===== src/rtl/ucore_bus_arbiter_pkg.sv =====
// ucore_arb_pkg: FSM state encoding and timeout-counter sizing shared by the ucore arbiters
package ucore_arb_pkg;
   typedef enum logic [1:0] {IDLE = 2'd0, BUS = 2'd1, RESP = 2'd2} arb_state_t;
   function automatic int cnt_w(input int timeout);
      return $clog2(timeout + 1);
   endfunction
endpackage


===== src/rtl/ucore_bus_arbiter_if.sv =====
// ucore_bus_arbiter_if: ucore request/response bundles plus the system bus slave port
//   req_*     : per-requester request (packed, requester i at [i*W +: W])
//   rsp_*     : one-hot response strobe with shared data/error
//   bus_*     : single-transaction bus towards the slave
//   master    : arbiter view; slave: environment view
interface ucore_bus_arbiter_if #(parameter int NREQ = 4, parameter int AW = 32, parameter int DW = 32);
   logic [NREQ-1:0]    req_valid, req_write, req_ready, rsp_valid;
   logic [NREQ*AW-1:0] req_addr;
   logic [NREQ*DW-1:0] req_wdata;
   logic [DW-1:0]      rsp_rdata, bus_wdata, bus_rdata;
   logic [AW-1:0]      bus_addr;
   logic               rsp_error, bus_valid, bus_write, bus_ready, bus_error;
   modport master (
      input  req_valid, req_write, req_addr, req_wdata, bus_ready, bus_rdata, bus_error,
      output req_ready, rsp_valid, rsp_rdata, rsp_error, bus_valid, bus_write, bus_addr, bus_wdata
   );
   modport slave (
      output req_valid, req_write, req_addr, req_wdata, bus_ready, bus_rdata, bus_error,
      input  req_ready, rsp_valid, rsp_rdata, rsp_error, bus_valid, bus_write, bus_addr, bus_wdata
   );
endinterface


===== src/rtl/ucore_bus_arbiter_rr_picker.sv =====
// ucore_rr_picker: combinational round-robin pick, first set request searching upward from i_ptr
//   i_req   : request bits      i_ptr : search start index
//   o_grant : one-hot winner    o_idx : winner index    o_any : any request set
module ucore_rr_picker #(parameter int NREQ = 4, parameter int IW = 2) (
   input  logic [NREQ-1:0] i_req,
   input  logic [IW-1:0]   i_ptr,
   output logic [NREQ-1:0] o_grant,
   output logic [IW-1:0]   o_idx,
   output logic            o_any
);
   logic [IW-1:0] w_k;
   // Scanning from the far end lets the closest hit to i_ptr overwrite the others.
   always_comb begin
      o_idx = '0;
      o_any = 1'b0;
      w_k   = '0;
      for (int j = NREQ - 1; j >= 0; j--) begin
         w_k = IW'((32'(i_ptr) + 32'(j)) % 32'(NREQ));
         if (i_req[w_k]) begin
            o_any = 1'b1;
            o_idx = w_k;
         end
      end
   end
   assign o_grant = o_any ? (NREQ'(1) << o_idx) : '0;
endmodule


===== src/rtl/ucore_bus_arbiter.sv =====
// ucore_bus_arbiter: round-robin sharing of one bus between NREQ ucores, one transaction at a time
//   clk, areset : clock and asynchronous active-high reset
//   io          : ucore request/response bundles and bus slave port (master modport)
module ucore_bus_arbiter
   import ucore_arb_pkg::*;
#(
   parameter int NREQ    = 4,
   parameter int AW      = 32,
   parameter int DW      = 32,
   parameter int TIMEOUT = 15
) (
   input logic clk,
   input logic areset,
   ucore_bus_arbiter_if.master io
);
   localparam int IW = (NREQ > 1) ? $clog2(NREQ) : 1;
   localparam int CW = cnt_w(TIMEOUT);
   arb_state_t      r_state, w_next;
   logic [IW-1:0]   r_ptr, r_win, w_idx;
   logic [NREQ-1:0] w_grant;
   logic            w_any, w_tmo, r_err, r_write;
   logic [CW-1:0]   r_cnt;
   logic [DW-1:0]   r_rdata, r_wdata;
   logic [AW-1:0]   r_addr;

   ucore_rr_picker #(.NREQ(NREQ), .IW(IW)) u_pick (
      .i_req(io.req_valid), .i_ptr(r_ptr), .o_grant(w_grant), .o_idx(w_idx), .o_any(w_any)
   );

   assign w_tmo = r_cnt == CW'(TIMEOUT);

   always_ff @(posedge clk or posedge areset)
      if (areset) r_state <= IDLE;
      else r_state <= w_next;

   // Slave completion is checked before the timeout so a late bus_ready still wins.
   always_comb begin
      w_next = r_state;
      w_next = (r_state == IDLE && w_any) ? BUS :
               (r_state == BUS && (io.bus_ready || w_tmo)) ? RESP :
               (r_state == RESP) ? IDLE : r_state;
   end

   always_ff @(posedge clk or posedge areset) begin
      if (areset) begin
         r_ptr   <= '0;
         r_win   <= '0;
         r_cnt   <= '0;
         r_write <= 1'b0;
         r_addr  <= '0;
         r_wdata <= '0;
         r_rdata <= '0;
         r_err   <= 1'b0;
      end else begin
         if (r_state == IDLE && w_any) begin
            r_win   <= w_idx;
            r_ptr   <= (w_idx == IW'(NREQ - 1)) ? '0 : w_idx + 1'b1;
            r_write <= io.req_write[w_idx];
            r_addr  <= io.req_addr[w_idx*AW +: AW];
            r_wdata <= io.req_wdata[w_idx*DW +: DW];
         end
         if (r_state == BUS) begin
            r_cnt <= (io.bus_ready || w_tmo) ? r_cnt : r_cnt + 1'b1;
            if (io.bus_ready) begin
               r_rdata <= r_write ? '0 : io.bus_rdata;
               r_err   <= io.bus_error;
            end else if (w_tmo) begin
               r_rdata <= '0;
               r_err   <= 1'b1;
            end
         end
         if (r_state == RESP) r_cnt <= '0;
      end
   end

   // Grant is masked during reset so every output reads 0 while areset is high.
   assign io.req_ready = (r_state == IDLE && !areset) ? w_grant : '0;
   assign io.rsp_valid = (r_state == RESP) ? (NREQ'(1) << r_win) : '0;
   assign io.rsp_rdata = r_rdata;
   assign io.rsp_error = r_err;
   assign io.bus_valid = r_state == BUS;
   assign io.bus_write = r_write;
   assign io.bus_addr  = r_addr;
   assign io.bus_wdata = r_wdata;
endmodule


===== src/flat_wrapper.sv =====
// flat-port wrapper written by rule: the top's interface ports become plain ports
module ucore_bus_arbiter_flat import ucore_arb_pkg::*;
#(
   parameter int NREQ    = 4,
   parameter int AW      = 32,
   parameter int DW      = 32,
   parameter int TIMEOUT = 15
)
  (clk, areset, io_req_valid, io_req_write, io_req_addr, io_req_wdata, io_bus_ready, io_bus_rdata, io_bus_error, io_req_ready, io_rsp_valid, io_rsp_rdata, io_rsp_error, io_bus_valid, io_bus_write, io_bus_addr, io_bus_wdata);
  ucore_bus_arbiter_if #(.NREQ(NREQ), .AW(AW), .DW(DW)) io_i ();
  input logic clk;
  input logic areset;
  input wire logic [$bits(io_i.req_valid)-1:0] io_req_valid;
  input wire logic [$bits(io_i.req_write)-1:0] io_req_write;
  input wire logic [$bits(io_i.req_addr)-1:0] io_req_addr;
  input wire logic [$bits(io_i.req_wdata)-1:0] io_req_wdata;
  input wire logic [$bits(io_i.bus_ready)-1:0] io_bus_ready;
  input wire logic [$bits(io_i.bus_rdata)-1:0] io_bus_rdata;
  input wire logic [$bits(io_i.bus_error)-1:0] io_bus_error;
  output wire logic [$bits(io_i.req_ready)-1:0] io_req_ready;
  output wire logic [$bits(io_i.rsp_valid)-1:0] io_rsp_valid;
  output wire logic [$bits(io_i.rsp_rdata)-1:0] io_rsp_rdata;
  output wire logic [$bits(io_i.rsp_error)-1:0] io_rsp_error;
  output wire logic [$bits(io_i.bus_valid)-1:0] io_bus_valid;
  output wire logic [$bits(io_i.bus_write)-1:0] io_bus_write;
  output wire logic [$bits(io_i.bus_addr)-1:0] io_bus_addr;
  output wire logic [$bits(io_i.bus_wdata)-1:0] io_bus_wdata;
  assign io_i.req_valid = io_req_valid;
  assign io_i.req_write = io_req_write;
  assign io_i.req_addr = io_req_addr;
  assign io_i.req_wdata = io_req_wdata;
  assign io_i.bus_ready = io_bus_ready;
  assign io_i.bus_rdata = io_bus_rdata;
  assign io_i.bus_error = io_bus_error;
  assign io_req_ready = io_i.req_ready;
  assign io_rsp_valid = io_i.rsp_valid;
  assign io_rsp_rdata = io_i.rsp_rdata;
  assign io_rsp_error = io_i.rsp_error;
  assign io_bus_valid = io_i.bus_valid;
  assign io_bus_write = io_i.bus_write;
  assign io_bus_addr = io_i.bus_addr;
  assign io_bus_wdata = io_i.bus_wdata;
  ucore_bus_arbiter #(.NREQ(NREQ), .AW(AW), .DW(DW), .TIMEOUT(TIMEOUT)) u_core (.clk(clk), .areset(areset), .io(io_i));
endmodule

===== config.mk =====
export PLATFORM = sky130hd
export DESIGN_NAME = ucore_bus_arbiter_flat
export DESIGN_NICKNAME = d
export VERILOG_FILES = /design/src/rtl/ucore_bus_arbiter_pkg.sv /design/src/rtl/ucore_bus_arbiter_if.sv /design/src/rtl/ucore_bus_arbiter_rr_picker.sv /design/src/rtl/ucore_bus_arbiter.sv /design/src/flat_wrapper.sv
export SDC_FILE = /design/constraint.sdc
export NUM_CORES = 1
export LEC_CHECK = 0
export ABC_AREA = 1
export ABC_CLOCK_PERIOD_IN_PS = 3200
export BUFFER_PORTS_ARGS = -buffer_cell sky130_fd_sc_hd__buf_2
export CAP_MARGIN = 20
export CORE_AREA = 2 2 158 160
export CTS_CLUSTER_SIZE = 14
export DETAILED_ROUTE_END_ITERATION = 6
export DIE_AREA = 0 0 160 162
export PLACE_DENSITY_LB_ADDON = 0.2
export SYNTH_ARGS = -nofsm -noshare
export SYNTH_HDL_FRONTEND = slang
export SYNTH_SLANG_ARGS = --single-unit
export TNS_END_PERCENT = 10

===== constraint.sdc =====
create_clock -name clk -period 3.2 [get_ports clk]
set_clock_uncertainty 0.1 [all_clocks]
set_input_delay 0.16 -clock clk [delete_from_list [all_inputs] [get_ports clk]]
set_output_delay 0.16 -clock clk [all_outputs]
set_load 0.005 [all_outputs]

# == After elaboration in Yosys (flattened, before gate mapping) ==
# Index checks and enable logic that the tools add are counted.
# op_classes
add_sub_neg,5
n_lt_le_gt_ge,5
eq_ne,5
n_shift,4
muxes,33
n_reduce_logical,11
# ops
operator,n
128-bit by 8-bit indexed part select with 32-bit output,2
32-bit 2-to-1 mux,3
4-bit 2-to-1 mux,6
2-bit 2-to-1 mux,8
"2-bit by 3-bit < comparator with 1-bit output, second input constant",5
1-bit 2-to-1 mux,11
1-bit binary-select mux with 2-bit select,5
"1-bit by 2-bit left shift with 4-bit output, first input constant",2
"2-bit by 1-bit adder with 2-bit output, second input constant",2
"2-bit adder, second input constant",2
"4-bit by 1-bit adder with 4-bit output, second input constant",1
"2-bit == test, second input constant",2
"4-bit == test, second input constant",1
2-bit AND reduction,2
2-bit nonzero test,2
1-bit logical AND,3
3-bit nonzero test,1
"2-bit by 1-bit == test with 1-bit output, second input constant",1
2-bit logical NOT,1
"2-bit inequality test, second input constant",1
1-bit logical NOT,1
1-bit logical OR,1
# totals
ff_bits,108
inputBits,300
output_inout_bits,107
elab_cells,72

# == Depth between registers and ports, before layout ==
# depth
word_depth,10
mapped_depth,16

# == By module ==
# Synthesis repeated with hierarchy kept, for this count alone.
# hier_totals
hier_cells,981
area_unflattened_um2,6887.9
# by_module_without_submodules
module,instances,cells_per_inst,area_each_um2,seq_area_each_um2
ucore_bus_arbiter,1,923,6630.1,2702.6
ucore_rr_picker,1,58,257.7,0.0

# == Worst setup path before layout ==
# Ideal clock, no wire load.
# synth_path
path_kind,in2out
startpoint,input port areset
endpoint,output port io_req_ready[0]
t_arrival_ps,2888
required_time_ps,2940
setup_slack_ps,52
path_stages,3
path_cell_list,inv_1 nand3_1 nor2_1
# synth_via
elab_chain_len,3
# synth_lines
item,line,text
start: declaration,flat_wrapper.sv:12,input logic areset;
1-bit logical NOT (no source line),n/a,
1-bit logical AND,ucore_bus_arbiter.sv:77,assign io.req_ready = (r_state == IDLE && !areset) ? w_grant : '0;
4-bit 2-to-1 mux,ucore_bus_arbiter.sv:77,
end: declaration,flat_wrapper.sv:20,output wire logic [$bits(io_i.req_ready)-1:0] io_req_ready;
# Every way passes these cells.

# == Worst setup path in the final report ==
# layout_path
startpoint,register u_core.r_ptr[0]
endpoint,output port io_req_ready[2]
# layout_via
elab_chain_len,10
elab_cells_between_ends,22
# layout_lines
item,line,text
start: declaration,ucore_bus_arbiter.sv:19,"logic [IW-1:0] r_ptr, r_win, w_idx;"
start signal: assignment,ucore_bus_arbiter.sv:57,r_ptr <= (w_idx == IW'(NREQ - 1)) ? '0 : w_idx + 1'b1;
2-bit adder,ucore_bus_arbiter_rr_picker.sv:18,w_k = IW'((32'(i_ptr) + 32'(j)) % 32'(NREQ));
1-bit binary-select mux with 2-bit select,ucore_bus_arbiter_rr_picker.sv:19,if (i_req[w_k]) begin
1-bit 2-to-1 mux (implied by the code),ucore_bus_arbiter_rr_picker.sv:19,
2-bit 2-to-1 mux (4 in series),ucore_bus_arbiter_rr_picker.sv:19,
1-bit by 2-bit left shift with 4-bit output,ucore_bus_arbiter_rr_picker.sv:25,assign o_grant = o_any ? (NREQ'(1) << o_idx) : '0;
4-bit 2-to-1 mux *,ucore_bus_arbiter_rr_picker.sv:25,
4-bit 2-to-1 mux *,ucore_bus_arbiter.sv:77,
# Every way passes the cells marked *; elsewhere a longest branch is shown, timed or not. The select of a mux whose other input is x is not followed.

==> impl_metrics.toml <==
[logic_synthesis]
synth_area_mm2 = 0.007875
yosysWarningCount = 0
netlist_instances = 1312
synth_top_area_frac = 0.3432
synth.most_common_cell = "nand2_1"
netlist_top_cells_count = "nand2_1 (457), nand3_1 (299), inv_1 (282), dfrtp_1 (108), o21ai_0 (37)"
synth_area_leaders = "dfrtp_1 (34%), nand2_1 (22%), nand3_1 (19%)"
avgSynthCellArea_um2 = 6.002
syn-num-nets = 1618
synth.ff_latch_count = 108
yosysTopAreaCell = "dfrtp_1"
synth_cell_types = 26
ys_seq_area_frac = 0.3432
synthArstFlopShare = 1.000
ys_dominant_reg_cell = "dfrtp_1"
synth-edff-count = 0

[global_route]
use_met2 = 0.3735
grt.busiest_layer = "met2"
grt_antenna_before_repair = 4
grt_use_total = 0.2209
grt_pass1_vias = 9027
grt_pass1_wl_um = 46170
overflow = 0
use_met3 = 0.04035
grt_max_degree = 127
gr-usage-met1 = 0.2859

[place]
globalplace.congestion = 0.8816
portBuffers = 406
dp.final_hpwl_um = 20790
place_ws_ns = 0.6144

[sta]
rsz0062_at_grt = "no"
holdWs_ns = 0.08280
relSlewSlack = 0.4634
tightest_slew_ns = 0.8049
fin_ws_ns = 0.4338
finalSetupViolCount = 0
setup_tns_ns = 0
max_freq_mhz = 361.5
min_period_ns = 2.766
finalCritPeriodShare = 0.8644
timing_hold_violations_final = 0
drv_slew = 0

[routing]
drt_pass1_iterations = 6
drtIter0Drc = 709
routed_wl_um = 29160
wl_per_cell_um = 14.37
routed-via-count = 9349
drc = 0
via_per_inst = 4.605
ant_nets = 0

[final_layout]
drive_gt1_frac = 0.2650
syn2layout_area_growth_pct = 37.00
fin_nets = 2003

[clocking]
cts_resized = 0
clk_pin_slew_ns = 0.08
cts_tree = "done"
cts_setup_buffers = 0
numCtsBuffers = 9
clock_path_buffers = 2
clk_latency_ns = 0.35
htreeDepth = 3
clock_sinks = 108
root_buffer = "clkbuf_16"

[worst_hold_path]
min_path_type = "in2reg"

[flow_run]
max_cap_violations = 0

[floorplanning]
start_util = 0.3267
rows = 57
ios = 407
dieArea_mm2 = 0.02592
core_area_mm2 = 0.02411
die_w_um = 160
die_h_um = 162

[critical_path]
crit_family = "simple AND/OR/NAND/NOR gates"
crit_path_max_fanout = 14
worst-path-buf-inv = 2
start_kind = "flip-flop"
crit_top_cell = "nand2_1"
slowest_stage = "dfrtp_1"
critPathCaptureType = "output pin"
cp.required_ns = 2.94
critPathArrivalTime_ns = 2.51
worstSetupPathType = "reg2out"
crit_chain = "o21ai_0 > nand2_1 > nand3_1 > nand2_1 > nand2_4 > nand2_4 > inv_1 > ha_1 > nand2_1 > nor2_1 > buf_2"
slowest_delay_ns = 0.55

[power]
p_total_mw = 11.41
leakagePower_nw = 7.073
power_density_mw_per_mm2 = 1058
ir_drop_uv = 525.0

[status]
outcome = "complete, no violations"
## flip-flops by register name (all words and copies together), names as in the netlist, 2 cells and up
signal / flops
u_core.r_win: 2
u_core.io.bus_addr: 32
u_core.r_cnt: 4
u_core.r_state: 2
u_core.r_ptr: 2
u_core.io.rsp_rdata: 32
u_core.io.bus_wdata: 32
## report_power, final
part	internal [mW]	leakage, nW	total (mW)	switching, mW
logic	2.72	5.56	7.73	5.02
registers	2.07	1.36	2.47	0.399
clock network	0.629	0.153	1.21	0.584
## cell usage in the layout (no fill, tap or decap), drive strengths merged, types with 4 or more instances in the layout
cell type,Yosys,layout
clkinv,1,4
o21ai,40,40
nor3,5,5
dfrtp,108,108
ha,6,6
nand3,300,300
diode,0,4
dlygate4sd3,0,34
inv,284,286
nand2,459,459
a21oi,5,5
nor2,15,15
buf,56,423
clkbuf,27,9
## path summary, 6_finish.rpt
kind / start / end / slack, ns / cells past startpoint
worst max register to register: u_core.r_ptr[0] / u_core.io.bus_addr[17] / 0.52 / 11
worst min register to register: u_core.io.bus_wdata[17] / u_core.io.bus_wdata[17] / 0.37 / 2
max in group asynchronous: areset / u_core.io.rsp_rdata[24] / 1.84 / 4
worst min-delay path: io_req_wdata[51] / u_core.io.bus_wdata[19] / 0.08 / 7
worst max-delay path: u_core.r_ptr[0] / io_req_ready[2] / 0.43 / 11
min in group asynchronous: areset / u_core.io.bus_addr[8] / 0.20 / 3
## per-stage QoR
stage | util | area [um^2] | instances
floorplan | - | 7875 | 1312
global placement | 0.4198 | 10120 | 1976
detailed placement | 0.4198 | 10120 | 1976
CTS | 0.4472 | 10780 | 2026
global route | 0.4476 | 10790 | 2030
finish | 0.4476 | 10790 | 2030
## tightest hold or removal path, stage by stage
cell     delay (ns)
buf_2          0.07
inv_1          0.03
nand2_1        0.05
nand3_1        0.05
nand2_1        0.06
nand2_1        0.04
nand2_1        0.04
## per-layer routing
metal	routed length, um	vias to the layer above
met4	620	0
li1	-	4720
met1	12630	4217
met2	13920	375
met5	0	-
met3	1991	37
## cell type report
cell class / instances / area (um^2)
Tap cell: 324 / 405.4
Multi-Input combinational cell: 836 / 3704
Inverter: 285 / 1072
Antenna cell: 4 / 10.01
Fill cell: 2673 / 13320
Sequential cell: 108 / 2703
Timing Repair Buffer: 457 / 2575
Clock buffer: 9 / 225.2
Clock inverter: 7 / 95.09
## kinds of logic (layout without fill, tap and decap cells)
group                    count (synthesis)  count (layout)  synth area share
flip-flops                             108             108            0.3432
XOR/XNOR                                 1               1          0.001112
AO/OA/AOI/OAI                           48              48           0.03241
buffers and inverters                  368             758            0.1910
AND/OR/NAND/NOR                        781             781            0.4228
adder cells (fa/ha/maj)                  6               6          0.009533
other                                    0               4                 0
## what timing repair did
item / 4_1_cts / 5_1_grt
setup endpoints to repair: 0 / 0
endpoints found under the hold margin: 51 / 0
hold buffers: 34 / 0
(Power assumes the default switching activity.)
